--- src/rtl/block_column_sched.sv ---
// block_column_sched: board scheduler for a 4-column x 8-row falling-block game.
// Holds the board, steps it down one row per game tick, spawns blocks from an LFSR
// and resolves player key hits against the bottom row.
//
// Ports:
//   CLK_50M           system clock
//   RST               asynchronous active-high reset
//   start             one-cycle pulse: clear board/score/miss and begin play
//   key[3:0]          one-cycle hit pulses, bit k = column k
//   column_0..3[23:0] board columns, row 0 (top) in [23:21], row 7 (bottom) in [2:0]
//   score[7:0]        hit count, saturating at 255
//   miss[3:0]         miss count (wrong key or fall-off), saturating at 15
//   game_over         high while in the OVER state
//   step_pulse        one-cycle strobe after each board step
module block_column_sched #(
    parameter int unsigned TICK_DIV  = 25_000_000,
    parameter int unsigned MAX_MISS  = 8,
    parameter logic [7:0]  LFSR_SEED = 8'hA5
) (
    input  logic        CLK_50M,
    input  logic        RST,
    input  logic        start,
    input  logic [3:0]  key,
    output logic [23:0] column_0,
    output logic [23:0] column_1,
    output logic [23:0] column_2,
    output logic [23:0] column_3,
    output logic [7:0]  score,
    output logic [3:0]  miss,
    output logic        game_over,
    output logic        step_pulse
);

    localparam int unsigned CntW = (TICK_DIV > 2) ? $clog2(TICK_DIV) : 2;
    localparam logic [CntW-1:0] CntMax = CntW'(TICK_DIV - 1);
    localparam logic [3:0] MaxMiss = 4'(MAX_MISS);

    typedef enum logic [1:0] {StIdle, StRun, StOver} state_e;

    state_e            state_q, state_d;
    logic [23:0]       cols_q [4];
    logic [23:0]       cols_d [4];
    logic [7:0]        score_q, score_d;
    logic [3:0]        miss_q, miss_d;
    logic [CntW-1:0]   cnt_q, cnt_d;
    logic [7:0]        lfsr_q, lfsr_d;
    logic              step_pulse_q, step_pulse_d;
    logic              game_over_q, game_over_d;

    logic              run_active;
    logic              step;
    logic              spawn;
    logic [1:0]        target;
    logic [2:0]        colour;
    logic              feedback;
    logic [3:0]        hit, wrong, fall;
    logic [23:0]       col_next [4];
    logic [8:0]        score_sum;
    logic [4:0]        miss_sum;

    // Play only advances in RUN below the miss limit; start takes priority over everything.
    assign run_active = (state_q == StRun) && (miss_q < MaxMiss) && !start;
    assign step       = run_active && (cnt_q == CntMax);

    // Spawn decision is taken from the pre-advance LFSR value.
    always_comb begin
        spawn    = lfsr_q[7:6] != 2'b00;
        target   = lfsr_q[1:0];
        colour   = (lfsr_q[4:2] == 3'b000) ? 3'b100 : lfsr_q[4:2];
        feedback = lfsr_q[7] ^ lfsr_q[5] ^ lfsr_q[4] ^ lfsr_q[3];
    end

    // Per-column hit resolution against the pre-shift bottom cell, then the optional shift.
    always_comb begin
        for (int k = 0; k < 4; k++) begin
            logic        bottom_nz;
            logic [23:0] cleared;
            logic [2:0]  top;
            bottom_nz = cols_q[k][2:0] != 3'b000;
            hit[k]    = run_active && key[k] && bottom_nz;
            wrong[k]  = run_active && key[k] && !bottom_nz;
            fall[k]   = step && bottom_nz && !key[k];
            cleared   = hit[k] ? {cols_q[k][23:3], 3'b000} : cols_q[k];
            top       = (spawn && (target == 2'(k))) ? colour : 3'b000;
            col_next[k] = step ? {top, cleared[23:3]} : cleared;
        end
    end

    // Increments are summed first, then saturated once.
    assign score_sum = {1'b0, score_q} + 9'($countones(hit));
    assign miss_sum  = {1'b0, miss_q} + 5'($countones(wrong)) + 5'($countones(fall));

    always_comb begin
        state_d      = state_q;
        cols_d       = cols_q;
        score_d      = score_q;
        miss_d       = miss_q;
        cnt_d        = cnt_q;
        lfsr_d       = lfsr_q;
        step_pulse_d = 1'b0;
        if (start) begin
            state_d = StRun;
            for (int k = 0; k < 4; k++) cols_d[k] = '0;
            score_d = '0;
            miss_d  = '0;
            cnt_d   = '0;
            lfsr_d  = LFSR_SEED;
        end else if (state_q == StRun) begin
            if (miss_q >= MaxMiss) begin
                state_d = StOver;
            end else begin
                cols_d       = col_next;
                cnt_d        = step ? '0 : cnt_q + 1'b1;
                lfsr_d       = step ? {lfsr_q[6:0], feedback} : lfsr_q;
                step_pulse_d = step;
                score_d      = (score_sum > 9'd255) ? 8'd255 : score_sum[7:0];
                miss_d       = (miss_sum > 5'd15) ? 4'd15 : miss_sum[3:0];
            end
        end
        game_over_d = (state_d == StOver);
    end

    always_ff @(posedge CLK_50M or posedge RST) begin
        if (RST) begin
            state_q <= StIdle;
            for (int k = 0; k < 4; k++) cols_q[k] <= '0;
            score_q      <= '0;
            miss_q       <= '0;
            cnt_q        <= '0;
            lfsr_q       <= LFSR_SEED;
            step_pulse_q <= 1'b0;
            game_over_q  <= 1'b0;
        end else begin
            state_q <= state_d;
            for (int k = 0; k < 4; k++) cols_q[k] <= cols_d[k];
            score_q      <= score_d;
            miss_q       <= miss_d;
            cnt_q        <= cnt_d;
            lfsr_q       <= lfsr_d;
            step_pulse_q <= step_pulse_d;
            game_over_q  <= game_over_d;
        end
    end

    assign column_0   = cols_q[0];
    assign column_1   = cols_q[1];
    assign column_2   = cols_q[2];
    assign column_3   = cols_q[3];
    assign score      = score_q;
    assign miss       = miss_q;
    assign game_over  = game_over_q;
    assign step_pulse = step_pulse_q;

endmodule

--- config.mk ---
export PLATFORM = sky130hd
export DESIGN_NAME = block_column_sched
export DESIGN_NICKNAME = d
export VERILOG_FILES = /design/src/rtl/block_column_sched.sv
export SDC_FILE = /design/constraint.sdc
export NUM_CORES = 1
export LEC_CHECK = 0
export CAP_MARGIN = 20
export CORE_ASPECT_RATIO = 1.1
export CORE_MARGIN = 8
export CORE_UTILIZATION = 35
export CTS_CLUSTER_SIZE = 12
export DETAILED_ROUTE_END_ITERATION = 8
export DONT_BUFFER_PORTS = 1
export PLACE_DENSITY = 0.51
export SLEW_MARGIN = 10
export SYNTH_ARGS = -nofsm -noshare
export SYNTH_HDL_FRONTEND = slang
export SYNTH_SLANG_ARGS = --single-unit
--- constraint.sdc ---
create_clock -name CLK_50M -period 6.4 [get_ports CLK_50M]
set_input_delay 0.96 -clock CLK_50M [delete_from_list [all_inputs] [get_ports CLK_50M]]
set_output_delay 0.96 -clock CLK_50M [all_outputs]
set_load 0.01 [all_outputs]
==> results.md, run 1 <==
- Root Buffer: clkbuf_16
- Maxcap violations: 0
- Synthesized instance count: 571
- DP Area: roughly 0.0068 mm^2
- Avg WL per Cell: slightly above 20 um
- CORE AREA: about 0.019 mm^2
- Hold path cells: 2
- Most frequent CP cell: fa_1
- Setup TNS: 0 ns
- RR Endpoint: miss[1]$_DFFE_PP0P_
- CTS tree: yes
- Final setup fails: 0
- Yosys warns: 0
- Reg2Reg Setup Slack: 1.94 ns
- DR vias: around 4600
- Yosys cell types: 61
- Iteration-0 DRC count of the detailed router: around 310
- Hold_sp: cnt_q[1]$_DFFE_PP0P_
- Worst-path maximum fanout: 11
- Post-cts sizing count: 0
- Crit Path Class: reg -> reg
- Crit end category: register
- # fillers: roughly 1800
- Maximum clock frequency: 224.2 MHz
- Net Sw Power: about 0.63 mW
- Max-slew violations: 0
- Clk Latency, worst-skew pair: 0.41 ns
- Die Span Y: 160.9 um
- Num CTS Buffers: 17
- CTS Sinks: 145
- CP Cell Sequence: or3b_1, nor2_4, nand3_2, or3_1, fa_1, inv_1, fa_1, fa_1, inv_1, fa_1, nor2b_1, o21a_1, nor2_1, a311oi_1
- N_diodes: 0
- Worst Skew: ~0.0093 ns
- Congestion Overflow GR: 0
- Number of synthesized register bits: 145
- DRT antenna net count: 0
- Final Power: 2.186 mW
- Post-synth top area cell: dfrtp_1
- CP peak stage delay: 0.59 ns
- Layout area overhead: 9.380%
- Initial antenna violation count: 0
- Switching Share: 29.02%
- DRC: 0
- Post-Synthesis Cell Area: roughly 0.0067 mm^2
- Final Wtd Congestion: 0.8039
- Syn Area/Cell: ~12 um^2
- Status: completed
- Final Hold Vio Count: 0
- Final Worst Setup Slack: 1.940 ns
- CP Data Required Time: 6.71 ns
- WHS Endpoint: cnt_q[1]$_DFFE_PP0P_
- CTS H-tree lvls: 4
- Clock transition at path regs: 0.06 ns
- Post-synth EDFFs: 0
- Vias in the first global route: 4685
- R2R Path Start: miss[3]$_DFFE_PP0P_
- Sequential cell area: between 0.003 and 0.004 mm^2
- Post-CTS setup buffer count: 0
- Worst slew margin: between 40% and 50%
- Die Area: roughly 0.024 mm^2
- RSZ-0062 raised after global routing: false
- Clock share of power: between 40% and 50%
- Routed WL: 16640 um
- P_int: 1.552 mW
- Buf/Inv on CP: 2
- Buffer levels on the longest clock path: 2
- Placement row count: 53
- Combinational power share: 14.8%
- Nets: 582
- Final period utilization: 69.69%
- Layout cells sized above 1: 10.49%
- IO Pins: 117
- Worst hold path type: reg -> reg
- Largest net degree at the start of global routing: 88
- Gr usage total: between 10% and 20%
- Reg power frac: 44.7%
- Prevailing post-synth register cell: dfrtp_1
- FFs w/ async S/R, synth: 100.0%
- Fin area: ~0.0073 mm^2
- Standby leakage power: 3.210 nW
- Hpwl dp: roughly 12000 um
- Startpoint Class: register
- Area of the multi-input gates: 0.002709 mm^2
- Ranking of synthesized cells by area: dfrtp_1, a22o_1, fa_1
- Peak VDD IR: 0.1865 mV
- Dpl ws: between 1.5 and 2 ns
- Vias per cell: 5.653
- First-pass GRT wire length: 27010 um
- Die W: 147.8 um
- Yosys top cell area share: 52.80%
- IO Port Bufs: 0
- PD cells: about 300 mW/mm^2
- Hold Buf Count CTS: 0
- Crit path max-delay family: adder cells
- Slowest-stage cell, CP: or3b_1
- Initial DRT Pass Iterations: 4
- Seq/Total Area, Yosys: between 50% and 60%
- Initial Util: 35.36%
- Measured slew at the worst slew-check pin: approximately 0.89 ns
- Final min period: 4.460 ns
- Worst Reg2Reg Path Length in Cells: 14
- Syn Nets: 594
- Data arrival, critical path: 4.77 ns
==> state kept, by name, summed over array words and instances, names as in the netlist <==
register	flops
column_0	24
column_2	24
miss	4
state_q	2
lfsr_q	8
step_pulse	1
game_over	1
score	8
cnt_q	25
column_3	24
column_1	24
==> worst max-delay path by stage <==
stage                              startpoint                    to  slack [ns]  depth (start not counted)
final                     miss[3]$_DFFE_PP0P_   miss[1]$_DFFE_PP0P_        1.94                         14
after global routing      miss[3]$_DFFE_PP0P_   miss[1]$_DFFE_PP0P_        1.58                         14
after CTS                 miss[3]$_DFFE_PP0P_   miss[1]$_DFFE_PP0P_        1.90                         14
after detailed placement  miss[3]$_DFFE_PP0P_   miss[1]$_DFFE_PP0P_        1.88                         14
after global placement    miss[3]$_DFFE_PP0P_   miss[1]$_DFFE_PP0P_        2.05                         14
after floorplan                           RST  cnt_q[0]$_DFFE_PP0P_        1.55                          1
==> metal layers <==
| metal | global-route usage (%) | vias up | part of all wire (%) |
|---|---|---|---|
| li1 | - | 2133 | - |
| met1 | 16.77 | 2345 | 41 |
| met2 | 22.87 | 135 | 48 |
| met3 | 6.021 | 17 | 8.6 |
| met4 | 4.687 | 0 | 1.6 |
| met5 | 0 | - | 0 |
==> synth_stat cells (all sizes together), types with 2 or more instances <==
| master | count |
|---|---|
| o21a | 3 |
| a32o | 4 |
| or4 | 8 |
| and3 | 8 |
| o31a | 2 |
| nand3b | 2 |
| a21oi | 39 |
| or3 | 12 |
| xnor2 | 2 |
| o2111ai | 3 |
| nor3 | 16 |
| a211o | 2 |
| ha | 8 |
| nor2b | 3 |
| mux2 | 5 |
| nor4 | 5 |
| dfrtp | 141 |
| fa | 8 |
| inv | 18 |
| a211oi | 3 |
| o31ai | 7 |
| a22o | 78 |
| nand2b | 5 |
| o21ai | 18 |
| clkbuf | 10 |
| a21o | 3 |
| and4 | 6 |
| dfstp | 4 |
| buf | 29 |
| xor2 | 8 |
| nand2 | 24 |
| nand3 | 22 |
| a311oi | 3 |
| o22a | 2 |
| a221oi | 2 |
| a2bb2oi | 2 |
| nor2 | 27 |
| o211ai | 13 |
| nand4 | 6 |
==> stage by stage <==
stage | util [%] | instances | hold WS, ns
final | 38.68 | 819 | 0.5420
after global routing | 38.68 | 819 | 0.5670
after CTS | 38.64 | 818 | 0.5451
after detailed placement | 35.86 | 786 | 0.5364
after global placement | 35.82 | 785 | 0.5293
after floorplan | - | 571 | 0.5020
==> placed cells by master (no fill, tap or decap), types with 9 or more instances in the layout <==
| cell | Yosys | layout |
|---|---|---|
| clkbuf_16 | 0 | 17 |
| a21oi_1 | 29 | 29 |
| or3_1 | 12 | 12 |
| a21oi_2 | 10 | 9 |
| dfrtp_1 | 141 | 141 |
| o211ai_1 | 13 | 13 |
| nand2_1 | 24 | 24 |
| nand3_1 | 21 | 21 |
| nor3_1 | 16 | 16 |
| inv_1 | 17 | 16 |
| nor2_1 | 26 | 26 |
| o21ai_0 | 17 | 17 |
| a22o_1 | 78 | 78 |
==> worst min-delay path, delay by kind of cell, from the launching register on <==
family / cells / cell delay [ns]
AOI/OAI and AO/OA: 1 / 0.05
DFF: 1 / 0.39
and+or+nand+nor: 1 / 0.07
==> cell type report <==
type                    count  area share (%)
clock buffers              21           6.025
clock inverters            11           1.164
inverters                  18          0.9928
multi-input cells         369           37.06
flip-flops and latches    145           49.71
well taps                 247           4.228
repair buffers              8          0.8216
==> power by group through the flow <==
stage | sequential, mW | clock, mW | combinational, mW
after CTS | 0.979 | 0.912 | 0.331
after detailed placement | 0.995 | 0 | 0.330
after global placement | 0.993 | 0 | 0.319
after global routing | 0.983 | 0.951 | 0.371
final | 0.978 | 0.885 | 0.323
after floorplan | 0.984 | 0 | 0.270
==> logic make-up (layout without fill, tap and decap cells) <==
family          count (synthesis)  count (layout)  synth area share, %
simple gates                  151             151                12.81
buf+inv                        57              58                5.205
xor+xnor                       10              10                1.311
mux                             6               6                1.161
fa+ha+maj                      16              16                3.894
flops                         145             145                54.37
compound gates                186             186                21.25
Note: power is estimated with default switching activity, not from simulation.
==> run 2: changes to the inputs <==
PLACE_DENSITY = 0.53   (was 0.51)
clock period = 3.6 ns   (was 6.4 ns; I/O delays follow)
==> results.md, run 2 (synthesized netlist as in run 1, its figures left out) <==
- Worst slew margin: 38.95% (-1.9 points)
- Die Area: 0.02378 mm^2 (unchanged)
- Max-slew violations: 0 (unchanged)
- Commonest cells after routing, fill and taps aside: dfrtp_1, a22o_1, buf_4, a21oi_1, nor2_1
- Clk Latency, worst-skew pair: 0.42 ns (about the same)
- First-pass GRT wire length: 28030 um (+3.8%)
- Buffer levels on the longest clock path: 2 (unchanged)
- Status: complete, but fails checks
- Final Worst Setup Slack: -0.2313 ns (-2.171 ns)
- DR vias: 4807 (+3.8%)
- Initial Util: 35.36% (unchanged)
- Hpwl dp: 12170 um (+5.3%)
- Placement row count: 53 (unchanged)
- WHS: 0.06329 ns (-0.4787 ns)
- Crit end category: register
- RSZ-0062 raised after global routing: true
- Standby leakage power: 3.501 nW (+9.1%)
- Final Hold Vio Count: 0 (unchanged)
- Setup TNS: -0.8712 ns (-0.8712 ns)
- DRT antenna net count: 0 (unchanged)
- Final period utilization: 106.4% (+37 points)
- IO Pins: 117 (unchanged)
- Initial DRT Pass Iterations: 4 (unchanged)
- N_diodes: 0 (unchanged)
- Crit Path Class: reg -> reg
- Biggest register: cnt_q
- Worst hold path type: in -> async
- Measured slew at the worst slew-check pin: 0.9158 ns (+0.02803 ns)
- Largest net degree at the start of global routing: 120 (+36%)
- Final Power: 4.161 mW (+90%)
- Gr usage total: 14.85% (+0.65 points)
- GR Util met3: 4.924% (-1.1 points)
- DRC: 0 (unchanged)
- Die Span Y: 160.9 um (unchanged)
- Vias per cell: 5.551 (-1.8%)
- Dpl ws: -0.3314 ns (-2.212 ns)
- Final Wtd Congestion: 0.7721 (-4.0%)
- Post-Route Utilization: 41.27% (+2.6 points)
- Data arrival, critical path: 4.12 ns (-0.65 ns)
- DP Area: 0.007154 mm^2 (+5.6%)
- Clock transition at path regs: 0.07 ns (about the same)
- CP Data Required Time: 3.89 ns (-2.82 ns)
- CTS tree: yes
- GR Layer Usage met2: 24.75% (+1.9 points)
- Final setup fails: 4 (+4)
- Startpoint Class: register
- Maxcap violations: 0 (unchanged)
- Peak VDD IR: 0.3153 mV (+69%)
- Layout cells sized above 1: 20.68% (+10 points)
- Die W: 147.8 um (unchanged)
- # fillers: 1775 (-3.6%)
- Root Buffer: clkbuf_16
- Nets: 629 (+8.1%)
- Avg WL per Cell: 20.15 um (-0.83%)
- PD cells: 533.5 mW/mm^2 (+78%)
- Worst Skew: 0.008435 ns (-0.0008670 ns)
- Fin area: 0.007800 mm^2 (+6.7%)
- IO Port Bufs: 0 (unchanged)
- Worst-path maximum fanout: 4 (-7)
- Congestion Overflow GR: 0 (unchanged)
- Final Instance Count excl. Fillers: 866 (+5.7%)
- Initial antenna violation count: 0 (unchanged)
- Most common cell after layout, fill and taps aside: dfrtp_1
- Routed WL: 17450 um (+4.9%)
- Final min period: 3.831 ns (-0.6286 ns)
- Vias in the first global route: 4984 (+6.4%)
- Layer with the highest usage: met2
- Layout area overhead: 16.72%
- Number of flip-flops in the largest register: 25 (unchanged)
- CORE AREA: 0.01890 mm^2 (unchanged)
- Placed Instances: 833 (+6.0%)
- Iteration-0 DRC count of the detailed router: 243 (-23%)
- CTS Sinks: 145 (unchanged)
- Maximum clock frequency: 261.0 MHz (+16%)
- CTS H-tree lvls: 4 (unchanged)
- Failing checks: setup timing
- Num CTS Buffers: 17 (unchanged)
- Grt met1 use: 17.42% (+0.65 points)
==> run 2: cell types whose count changed in the layout (fill, tap and decap cells not counted), sizes merged <==
cell | previous run | this run
buf | 8 | 55
bufinv | 0 | 1
clkbuf | 21 | 17
clkinv | 6 | 4
clkinvlp | 3 | 4
inv | 20 | 24
==> run 2: final timing paths <==
kind                                                end  slack, ns  cells past startpoint                  from
worst max-delay path                miss[2]$_DFFE_PP0P_      -0.23                     15  state_q[1]$_DFF_PP0_
worst min-delay path            column_3[6]$_DFFE_PP0P_       0.06                      1                   RST
worst max register to register      miss[2]$_DFFE_PP0P_      -0.23                     15  state_q[1]$_DFF_PP0_
worst min register to register     cnt_q[1]$_DFFE_PP0P_       0.54                      2  cnt_q[1]$_DFFE_PP0P_
max in group asynchronous         cnt_q[24]$_DFFE_PP0P_       2.53                      2                   RST
min in group CLK_50M            column_3[0]$_DFFE_PP0P_       0.18                      1                 start
==> run 2: area by class of cell <==
| cell class | instances | area, um^2 | area share (%) |
|---|---|---|---|
| Multi-Input combinational cell | 369 | 2785 | 35.71 |
| Tap cell | 247 | 309.0 | 3.962 |
| Clock buffer | 17 | 425.4 | 5.454 |
| Inverter | 18 | 71.32 | 0.9143 |
| Sequential cell | 145 | 3635 | 46.60 |
| Clock inverter | 15 | 148.9 | 1.909 |
| Timing Repair Buffer | 55 | 425.4 | 5.454 |
==> run 2: power by group <==
group          leakage (nW)  switching, mW  internal, mW
Clock                 0.276          0.742         0.972
Sequential             2.00         0.0307          1.67
Combinational          1.22          0.449         0.295
Total                  3.50           1.22          2.94
==> run 2: critical path, cell delays in order (launching register included) <==
cell	delay, ns
dfrtp_1	0.38
or3b_4	0.42
nor2_4	0.14
and3_4	0.20
fa_1	0.44
inv_2	0.08
fa_1	0.39
inv_1	0.08
fa_1	0.42
fa_2	0.36
inv_2	0.07
fa_2	0.20
nor2b_1	0.05
o21a_1	0.18
nor2_2	0.16
a311oi_1	0.12
==> run 2: layer usage <==
layer | wire, um | part of all wire (%) | up-vias
met5 | 0 | 0 | -
met4 | 346 | 2.0 | 0
met3 | 968 | 5.5 | 21
met2 | 8803 | 50 | 98
met1 | 7328 | 42 | 2461
li1 | - | - | 2227
==> run 2: what timing repair did <==
action / 4_1_cts / 5_1_grt
resized for setup: 10 / 3
hold buffers: 0 / 0
endpoints found under the setup margin: 6 / 7
setup buffers: 0 / 0
pin swaps: 4 / 1
==> run 3: changes to the inputs <==
PLACE_DENSITY = 0.51   (was 0.53)
clock period = 4.94 ns   (was 3.6 ns; I/O delays follow)
==> results.md, run 3 (synthesized netlist as in run 1, its figures left out) <==
- Status: completed
- CP Data Required Time: 5.25 ns (+1.36 ns)
- Post-Route Utilization: 38.90% (-2.4 points)
- PD cells: 396.9 mW/mm^2 (-26%)
- Initial antenna violation count: 0 (unchanged)
- CP peak stage delay: 0.57 ns (+0.13 ns)
- Hpwl dp: 11610 um (-4.6%)
- Setup TNS: 0 ns (+0.8712 ns)
- Final period utilization: 88.67% (-18 points)
- Largest net degree at the start of global routing: 100 (-17%)
- CTS tree: yes
- Iteration-0 DRC count of the detailed router: 219 (-9.9%)
- Die Span Y: 160.9 um (unchanged)
- Die W: 147.8 um (unchanged)
- Worst slew margin: 35.00% (-4.0 points)
- Final min period: 4.380 ns (+0.5488 ns)
- DR vias: 4700 (-2.2%)
- Worst-path maximum fanout: 11 (+7)
- Biggest register: cnt_q
- Post-CTS setup buffer count: 0 (unchanged)
- Buf/Inv on CP: 2 (-1)
- Post-cts sizing count: 0 (-10)
- Commonest cells after routing, fill and taps aside: dfrtp_1, a22o_1, a21oi_1, nor2_1, nand2_1
- DP Area: 0.006784 mm^2 (-5.2%)
- Most common cell after layout, fill and taps aside: dfrtp_1
- Net Sw Power: 0.8470 mW (-31%)
- Vias in the first global route: 4677 (-6.2%)
- Slowest-stage cell, CP: fa_1
- RSZ-0062 raised after global routing: false
- RR Endpoint: miss[2]$_DFFE_PP0P_
- CORE AREA: 0.01890 mm^2 (unchanged)
- Standby leakage power: 3.232 nW (-7.7%)
- Startpoint Class: register
- Switching Share: 29.03% (-0.33 points)
- IO Port Bufs: 0 (unchanged)
- Avg WL per Cell: 20.63 um (+2.4%)
- WHS: 0.3369 ns (+0.2736 ns)
- Num CTS Buffers: 17 (unchanged)
- Initial DRT Pass Iterations: 4 (unchanged)
- CP Cell Sequence: or3b_1, nor2_4, nand3_2, or3_1, fa_1, inv_1, fa_1, fa_1, inv_1, fa_1, nor2b_1, o21a_1, nor2_1, a311oi_1
- DRT antenna net count: 0 (unchanged)
- Clock share of power: 42.0% (+0.8 points)
- Reg power frac: 43.0% (+2.1 points)
- Congestion Overflow GR: 0 (unchanged)
- Most frequent CP cell: fa_1
- Reg2Reg Setup Slack: 0.56 ns (+0.79 ns)
- Initial Util: 35.36% (unchanged)
- Clock transition at path regs: 0.06 ns (about the same)
- Layout area overhead: 10.02%
- Peak VDD IR: 0.2243 mV (-29%)
- Crit path max-delay family: adder cells
- Worst Reg2Reg Path Length in Cells: 14 (-1)
- Crit end category: register
- Hold Buf Count CTS: 0 (unchanged)
- Final Wtd Congestion: 0.8260 (+7.0%)
- Final Hold Vio Count: 0 (unchanged)
- Clk Latency, worst-skew pair: 0.41 ns (about the same)
- Die Area: 0.02378 mm^2 (unchanged)
- Measured slew at the worst slew-check pin: 0.9729 ns (+0.05710 ns)
- N_diodes: 0 (unchanged)
- IO Pins: 117 (unchanged)
- Worst hold path type: in -> async
- Nets: 583 (-7.3%)
- Crit Path Class: reg -> reg
- First-pass GRT wire length: 27330 um (-2.5%)
- Final setup fails: 0 (-4)
- Max-slew violations: 0 (unchanged)
- Buffer levels on the longest clock path: 2 (unchanged)
- Placement row count: 53 (unchanged)
- CTS H-tree lvls: 4 (unchanged)
- Data arrival, critical path: 4.69 ns (+0.57 ns)
- CTS Sinks: 145 (unchanged)
- Fin area: 0.007352 mm^2 (-5.7%)
- Layout cells sized above 1: 10.99% (-9.7 points)
- Maximum clock frequency: 228.3 MHz (-13%)
- P_int: 2.071 mW (-30%)
- Maxcap violations: 0 (unchanged)
- Root Buffer: clkbuf_16
- Worst Skew: 0.007687 ns (-0.0007480 ns)
- DRC: 0 (unchanged)
- Routed WL: 16910 um (-3.1%)
- Vias per cell: 5.732 (+3.3%)
- # fillers: 1831 (+3.2%)
- R2R Path Start: state_q[1]$_DFF_PP0_
- Combinational power share: 15.0% (-2.9 points)
- Number of flip-flops in the largest register: 25 (unchanged)
- Gr usage total: 14.39% (-0.46 points)
[run 3: cell types whose count changed in the layout (fill, tap and decap cells not counted), sizes merged]
cell      delta
clkinv       +1
clkbuf       +2
buf         -46
clkinvlp     -1
inv          -2
[run 3: through the flow]
stage | worst slack [ns] | power [mW] | instances
5_1_grt | 0.2449 | 3.069 | 820
3_3_place_gp | 0.7283 | 1.701 | 787
2_1_floorplan | 0.3110 | 1.624 | 571
4_1_cts | 0.5397 | 2.963 | 819
3_5_place_dp | 0.5606 | 1.721 | 787
6_report | 0.5599 | 2.918 | 820
[run 3: final cells by class]
cell class              count  area, um^2  share of cell area (%)
well taps                 247       309.0                   4.204
repair buffers              9       67.56                  0.9190
clock inverters            13       127.6                   1.736
inverters                  18       72.57                  0.9871
clock buffers              19       432.9                   5.888
flip-flops and latches    145        3633                   49.42
multi-input cells         369        2709                   36.84
[run 3: how the worst max path moves through the flow]
stage	start	to	slack, ns	cells past startpoint
floorplan	RST	cnt_q[0]$_DFFE_PP0P_	0.31	1
global placement	state_q[1]$_DFF_PP0_	miss[1]$_DFFE_PP0P_	0.73	14
detailed placement	state_q[1]$_DFF_PP0_	miss[1]$_DFFE_PP0P_	0.56	14
CTS	state_q[1]$_DFF_PP0_	miss[2]$_DFFE_PP0P_	0.54	14
global route	state_q[1]$_DFF_PP0_	miss[1]$_DFFE_PP0P_	0.24	14
finish	state_q[1]$_DFF_PP0_	miss[2]$_DFFE_PP0P_	0.56	14
[run 3: power by group through the flow]
stage                     Clock (mW)  Combinational, mW  Sequential, mW
final                           1.23              0.438            1.25
after CTS                       1.26              0.445            1.26
after global routing            1.31              0.499            1.26
after global placement             0              0.426            1.27
after detailed placement           0              0.444            1.28
after floorplan                    0              0.350            1.27
[run 3: per-layer routing]
layer | part of all wire (%) | vias up | track usage, %
li1 | - | 2138 | -
met1 | 42 | 2435 | 17.50
met2 | 50 | 114 | 23.21
met3 | 7.4 | 13 | 5.543
met4 | 0.97 | 0 | 4.223
met5 | 0 | - | 0
